### config.mk
export PLATFORM = sky130hd
export DESIGN_NAME = ml_qspi_target
export DESIGN_NICKNAME = d
export VERILOG_FILES = /design/src/rtl/ml_qspi_target.sv
export SDC_FILE = /design/constraint.sdc
export NUM_CORES = 1
export LEC_CHECK = 0
export BUFFER_PORTS_ARGS = -buffer_cell sky130_fd_sc_hd__buf_2
export CORE_UTILIZATION = 56
export DETAILED_ROUTE_END_ITERATION = 6
export GPL_TIMING_DRIVEN = 0
export PLACE_DENSITY = 0.82
export SLEW_MARGIN = 20
export SYNTH_ARGS = -nofsm -noshare
export SYNTH_HDL_FRONTEND = slang
export SYNTH_SLANG_ARGS = --single-unit
### constraint.sdc
create_clock -name clock -period 5.4 [get_ports clock]
set_input_delay 0.81 -clock clock [delete_from_list [all_inputs] [get_ports clock]]
set_output_delay 0.81 -clock clock [all_outputs]
set_load 0.05 [all_outputs]
### src/rtl/ml_qspi_target.sv
// ml_qspi_target: 4-bit MARLANN host link responder.
// Oversamples csb/clk/io, emits rx bytes, drives io for core tx bytes.
// Ports: clock, reset | ml_csb, ml_clk, ml_io_di -> ml_io_do, ml_io_oe
//        rx_valid/rx_data/rx_first, tx_valid/tx_data/tx_ready,
//        xfer_active, xfer_end, frame_err.
module ml_qspi_target #(
  parameter int SYNC_STAGES = 2
) (
  input  logic       clock,
  input  logic       reset,
  input  logic       ml_csb,
  input  logic       ml_clk,
  input  logic [3:0] ml_io_di,
  output logic [3:0] ml_io_do,
  output logic [3:0] ml_io_oe,
  output logic       rx_valid,
  output logic [7:0] rx_data,
  output logic       rx_first,
  input  logic       tx_valid,
  input  logic [7:0] tx_data,
  output logic       tx_ready,
  output logic       xfer_active,
  output logic       xfer_end,
  output logic       frame_err
);

  typedef enum logic [1:0] {
    S_IDLE, S_START, S_HI, S_LO
  } state_t;

  logic [SYNC_STAGES-1:0]      r_csb_s;
  logic [SYNC_STAGES-1:0]      r_clk_s;
  logic [SYNC_STAGES-1:0][3:0] r_io_s;
  logic [SYNC_STAGES-1:0]      r_vld;
  logic                        r_clk_d;
  logic [3:0]                  r_io_d;
  logic                        r_armed;

  logic       w_csb;
  logic       w_clk;
  logic [3:0] w_io;
  logic       w_fall;
  logic       w_rise;

  assign w_csb  = r_csb_s[SYNC_STAGES-1];
  assign w_clk  = r_clk_s[SYNC_STAGES-1];
  assign w_io   = r_io_s[SYNC_STAGES-1];
  assign w_fall = r_clk_d & ~w_clk;
  assign w_rise = ~r_clk_d & w_clk;

  // r_vld tracks when the sync chain holds post-reset pad samples, so
  // the reset value of csb cannot fake a fall; r_armed needs a real high.
  always_ff @(posedge clock or posedge reset) begin
    if (reset) begin
      r_csb_s <= '1;
      r_clk_s <= '1;
      r_io_s  <= '0;
      r_vld   <= '0;
      r_clk_d <= 1'b1;
      r_io_d  <= 4'h0;
      r_armed <= 1'b0;
    end else begin
      r_csb_s <= {r_csb_s[SYNC_STAGES-2:0], ml_csb};
      r_clk_s <= {r_clk_s[SYNC_STAGES-2:0], ml_clk};
      r_io_s  <= {r_io_s[SYNC_STAGES-2:0], ml_io_di};
      r_vld   <= {r_vld[SYNC_STAGES-2:0], 1'b1};
      r_clk_d <= w_clk;
      r_io_d  <= w_io;
      r_armed <= r_armed | (r_vld[SYNC_STAGES-1] & w_csb);
    end
  end

  state_t     r_state, w_state_n;
  logic       r_first, w_first_n;
  logic       r_send, w_send_n;
  logic [3:0] r_shreg, w_shreg_n;
  logic [3:0] r_txbuf, w_txbuf_n;
  logic [3:0] r_do, w_do_n;
  logic       r_oe, w_oe_n;
  logic [7:0] r_rx_data, w_rx_data_n;
  logic       r_rx_valid, w_rx_valid_n;
  logic       r_rx_first, w_rx_first_n;
  logic       r_tx_ready, w_tx_ready_n;
  logic       r_xfer_end, w_xfer_end_n;
  logic       r_frame_err, w_frame_err_n;
  logic       r_xfer_active;
  logic       w_start;

  always_comb begin
    w_state_n     = r_state;
    w_first_n     = r_first;
    w_send_n      = r_send;
    w_shreg_n     = r_shreg;
    w_txbuf_n     = r_txbuf;
    w_do_n        = r_do;
    w_oe_n        = r_oe;
    w_rx_data_n   = r_rx_data;
    w_rx_valid_n  = 1'b0;
    w_rx_first_n  = 1'b0;
    w_tx_ready_n  = 1'b0;
    w_xfer_end_n  = 1'b0;
    w_frame_err_n = 1'b0;
    w_start       = 1'b0;
    if (w_csb) begin
      // csb wins over any same-cycle clk edge; partial byte dropped
      if (r_state != S_IDLE) begin
        w_state_n     = S_IDLE;
        w_oe_n        = 1'b0;
        w_xfer_end_n  = 1'b1;
        w_frame_err_n = (r_state == S_LO);
      end
    end else begin
      unique case (r_state)
        S_IDLE: begin
          if (r_armed) begin
            w_state_n = S_START;
            w_first_n = 1'b1;
          end
        end
        S_START: w_start = w_fall;
        S_HI: begin
          if (w_rise) begin
            w_state_n = S_LO;
            if (r_send) w_do_n = r_txbuf;
            else w_shreg_n = r_io_d;
          end
        end
        S_LO: begin
          if (w_fall) begin
            w_start = 1'b1;
            if (!r_send) begin
              w_rx_data_n  = {r_shreg, r_io_d};
              w_rx_valid_n = 1'b1;
              w_rx_first_n = r_first;
              w_first_n    = 1'b0;
            end
          end
        end
        default: w_state_n = S_IDLE;
      endcase
      if (w_start) begin
        w_state_n = S_HI;
        w_send_n  = tx_valid;
        w_oe_n    = tx_valid;
        if (tx_valid) begin
          w_txbuf_n    = tx_data[3:0];
          w_do_n       = tx_data[7:4];
          w_tx_ready_n = 1'b1;
        end
      end
    end
  end

  always_ff @(posedge clock or posedge reset) begin
    if (reset) begin
      r_state       <= S_IDLE;
      r_first       <= 1'b0;
      r_send        <= 1'b0;
      r_shreg       <= 4'h0;
      r_txbuf       <= 4'h0;
      r_do          <= 4'h0;
      r_oe          <= 1'b0;
      r_rx_data     <= 8'h00;
      r_rx_valid    <= 1'b0;
      r_rx_first    <= 1'b0;
      r_tx_ready    <= 1'b0;
      r_xfer_end    <= 1'b0;
      r_frame_err   <= 1'b0;
      r_xfer_active <= 1'b0;
    end else begin
      r_state       <= w_state_n;
      r_first       <= w_first_n;
      r_send        <= w_send_n;
      r_shreg       <= w_shreg_n;
      r_txbuf       <= w_txbuf_n;
      r_do          <= w_do_n;
      r_oe          <= w_oe_n;
      r_rx_data     <= w_rx_data_n;
      r_rx_valid    <= w_rx_valid_n;
      r_rx_first    <= w_rx_first_n;
      r_tx_ready    <= w_tx_ready_n;
      r_xfer_end    <= w_xfer_end_n;
      r_frame_err   <= w_frame_err_n;
      r_xfer_active <= ~w_csb;
    end
  end

  assign ml_io_do    = r_do;
  assign ml_io_oe    = {4{r_oe}};
  assign rx_valid    = r_rx_valid;
  assign rx_data     = r_rx_data;
  assign rx_first    = r_rx_first;
  assign tx_ready    = r_tx_ready;
  assign xfer_active = r_xfer_active;
  assign xfer_end    = r_xfer_end;
  assign frame_err   = r_frame_err;

endmodule

==> results by group <==
STA
  – Hold Vio Cnt, Final: 0
  – Setup tns final: 0 ns
  – Clock skew: 0.0103 ns
  – Final hold slack: 0.365 ns
  – Unrepaired setup endpoints after global routing: no
  – Max Transition Viols Final: 0
  – Final worst-path cycle share: 0.366
  – Final setup viols: 0
  – Fmax achieved: 0.506 GHz
  – Post-layout min period: 1.97 ns
  – PnR worst setup slack: 3.43 ns

Layout
  – Multi-input gate area: 430 µm²
  – Register area: 1280 µm²
  – Share of layout cells above drive strength 1: 0.445
  – Layout filler cell count: 216
  – Final core occ: 0.713
  – Layout net count: 189
  – Area growth syn-to-layout: 20.5%
  – Number of antenna diodes: 0

Clock tree
  – Clock Latency Late Sink: 0.37 ns
  – Root buf cell: clkbuf_4
  – H-tree levels: 2
  – Reg clk slew, reported paths: 0.14 ns
  – CTS tree: done
  – Hold buffer count at cts: 0
  – Num Clock Sinks: 51
  – CTS Buf Count: 5
  – Buffer count from post-CTS setup fixing: 0
  – Post-cts resize count: 0
  – Clock Tree Buf Depth: 2

Placed design
  – Final HPWL DP: 1990 µm
  – IO buf count: 38
  – GP Congestion: 0.845
  – Place WS: 3.47 ns

Pwr
  – PD cells: 389 nW/µm²
  – LEAKAGE: 1.13 nW
  – Max VDD drop: 0.295 mV

Synthesis
  – Multiplexer share of the synthesized area: 0.108
  – Mean area per synthesized cell: 14.3 µm²
  – Synth cell types: 26
  – XOR/XNOR Fraction of Synth Area: 0
  – Post-synthesis adder-cell area fraction: 0
  – Register bit total from synthesis: 51
  – Mapped Nets: 143
  – Mapped Area: 1810 µm²
  – Largest family of logic cells by synthesized area: multiplexers
  – Simple-gate portion of the synthesized area: 0.0748
  – Synth Instances: 126
  – Sequential share of the synthesized area: 0.710
  – Compound-gate portion of the synthesized area: 0.0534
  – Yosys warning total: 0

Global route
  – Largest net degree at the start of global routing: 34
  – Overall Global Routing Usage: 0.177
  – Initial antenna violation count: 0
  – Remaining global-route overflow: 0
  – First-pass GRT wire length: 4330 µm
  – Number of global-route vias before repair: 1012

Setup path
  – CP Launch Type: register
  – CP endpoint: ml_io_oe[0]
  – Crit path max-delay family: flip-flops
  – R2R cell count: 4
  – Setup slack, reg-to-reg: 3.45 ns
  – Crit-path max FO: 5
  – CP arrival: 1.16 ns
  – Reg2reg end: r_shreg[0]
  – R2R Path Start: r_clk_s[1]
  – WP data required: 4.59 ns
  – Cell depth of the worst setup path: 2
  – Worst path bufs/invs: 2
  – Critical-path top delay cell: dfrtp_1
  – Worst-path cell chain: buf_4 -> buf_2
  – Crit. End Element: output pin
  – Worst setup path start: r_oe
  – Setup Crit Path Kind: register to output pin
  – Crit-path max cell delay: 0.43 ns

Detailed routing
  – DR iter-0 viols: 53
  – Final wirelength: 2740 µm
  – Drt drc: 0
  – Drt wl/cell: 12.6 µm
  – Via Count: 1060
  – Final antenna-violating net count: 0
  – Pre-antenna DRT Iters: 4
  – Routed vias/inst: 4.88

Die
  – Core Rows: 20
  – Core area: 3050 µm²
  – Ports: 39
  – Die area: 3460 µm²
  – Initial Utilization: 0.591
  – Die Y: 58.8 µm
  – Die W: 58.8 µm

Hold path
  – Min-delay worst type: register to register

Run status
  – Status: finished, final reports clean

Job
  – Max-Cap Viols: 0
area by class of cell:
cell class | instances | share of cell area
buffer | 7 | 0.0201
clock buffer | 5 | 0.0173
tap | 44 | 0.0253
sequential | 51 | 0.589
multi-input combinational | 55 | 0.198
clock inverter | 3 | 0.0311
timing repair buffer | 39 | 0.0966
inverter | 13 | 0.0224
metal layers:
| layer | vias up | track usage | share of wire |
|---|---|---|---|
| li1 | 511 | - | - |
| met1 | 517 | 0.214 | 0.43 |
| met2 | 26 | 0.278 | 0.51 |
| met3 | 6 | 0.0659 | 0.048 |
| met4 | 0 | 0.0918 | 0.014 |
| met5 | - | 0 | 0 |
worst min-delay path by stage:
stage / start / endpoint / slack [ns] / cells past startpoint
2_1_floorplan: w_io[0] / r_io_d[0] / 0.33 / 0
6_report: r_vld[0] / r_vld[1] / 0.37 / 0
3_5_place_dp: r_vld[0] / r_vld[1] / 0.33 / 0
3_3_place_gp: w_io[2] / r_io_d[2] / 0.33 / 0
4_1_cts: r_vld[0] / r_vld[1] / 0.37 / 0
5_1_grt: r_io_s[3] / w_io[3] / 0.37 / 0
cell usage after synthesis:
library cell / n / share of area
a21o_1: 1 / 0.0042
a21oi_1: 3 / 0.0083
a31oi_1: 4 / 0.014
a32o_1: 1 / 0.0055
a32oi_1: 1 / 0.0049
and3_1: 1 / 0.0035
buf_2: 2 / 0.0055
buf_4: 4 / 0.017
clkbuf_1: 1 / 0.0021
conb_1: 1 / 0.0021
dfrtp_1: 46 / 0.64
dfstp_2: 5 / 0.073
inv_1: 13 / 0.027
mux2_2: 12 / 0.075
mux2_4: 4 / 0.033
nand2_1: 2 / 0.0042
nand2b_1: 1 / 0.0035
nand3b_1: 2 / 0.0083
nand4bb_1: 1 / 0.0062
nor2_1: 3 / 0.0062
nor3_1: 4 / 0.011
o21ai_0: 6 / 0.017
or2_2: 1 / 0.0035
or3_1: 5 / 0.017
or3_4: 1 / 0.0062
or3b_1: 1 / 0.0049
worst reg2reg max path, cell delays in order, from the launching register on:
cell and delay [ns]:
dfstp_2 0.59, or3b_1 0.36, buf_2 0.17, or3_4 0.42
mux2_4 0.32
state kept, by name, summed over array words and instances (netlist names), 4 cells and up:
register	flops
rx_data	8
ml_io_do	4
r_io_d	4
r_io_s	4
r_shreg	4
r_txbuf	4
w_io	4
report_power, final:
group	internal (mW)	total, mW	switching (mW)	leakage, nW
combinational	0.0453	0.144	0.0988	0.455
sequential	0.421	0.443	0.0220	0.624
clock	0.144	0.259	0.115	0.0514
cells by family (layout without fill, tap and decap cells):
kind of cell | Yosys count | after routing
flip-flops | 51 | 51
AND/OR/NAND/NOR | 22 | 22
buffers and inverters | 20 | 67
AO/OA/AOI/OAI | 16 | 16
multiplexers | 16 | 16
other | 1 | 1
stage by stage:
step	total power [mW]	instance area, µm²	std cells
6_report	0.845	2180	217
2_1_floorplan	0.555	1810	126
3_3_place_gp	0.585	2050	208
4_1_cts	0.852	2180	217
5_1_grt	0.880	2180	217
3_5_place_dp	0.595	2070	209
layout by cell type (no fill, tap or decap), drive strengths merged:
cell type and n:
a32oi 1, bufinv 2, nand4bb 1, or2 1, nand2b 1, and3 1
nand2 2, dfrtp 46, or3 6, clkbuf 6, nand3b 2, inv 13
clkinvlp 1, a32o 1, conb 1, a21o 1, dfstp 5, a21oi 3
buf 45, or3b 1, nor3 4, mux2 16, a31oi 4, o21ai 6
nor2 3
Power figures use the tool's default switching activity.
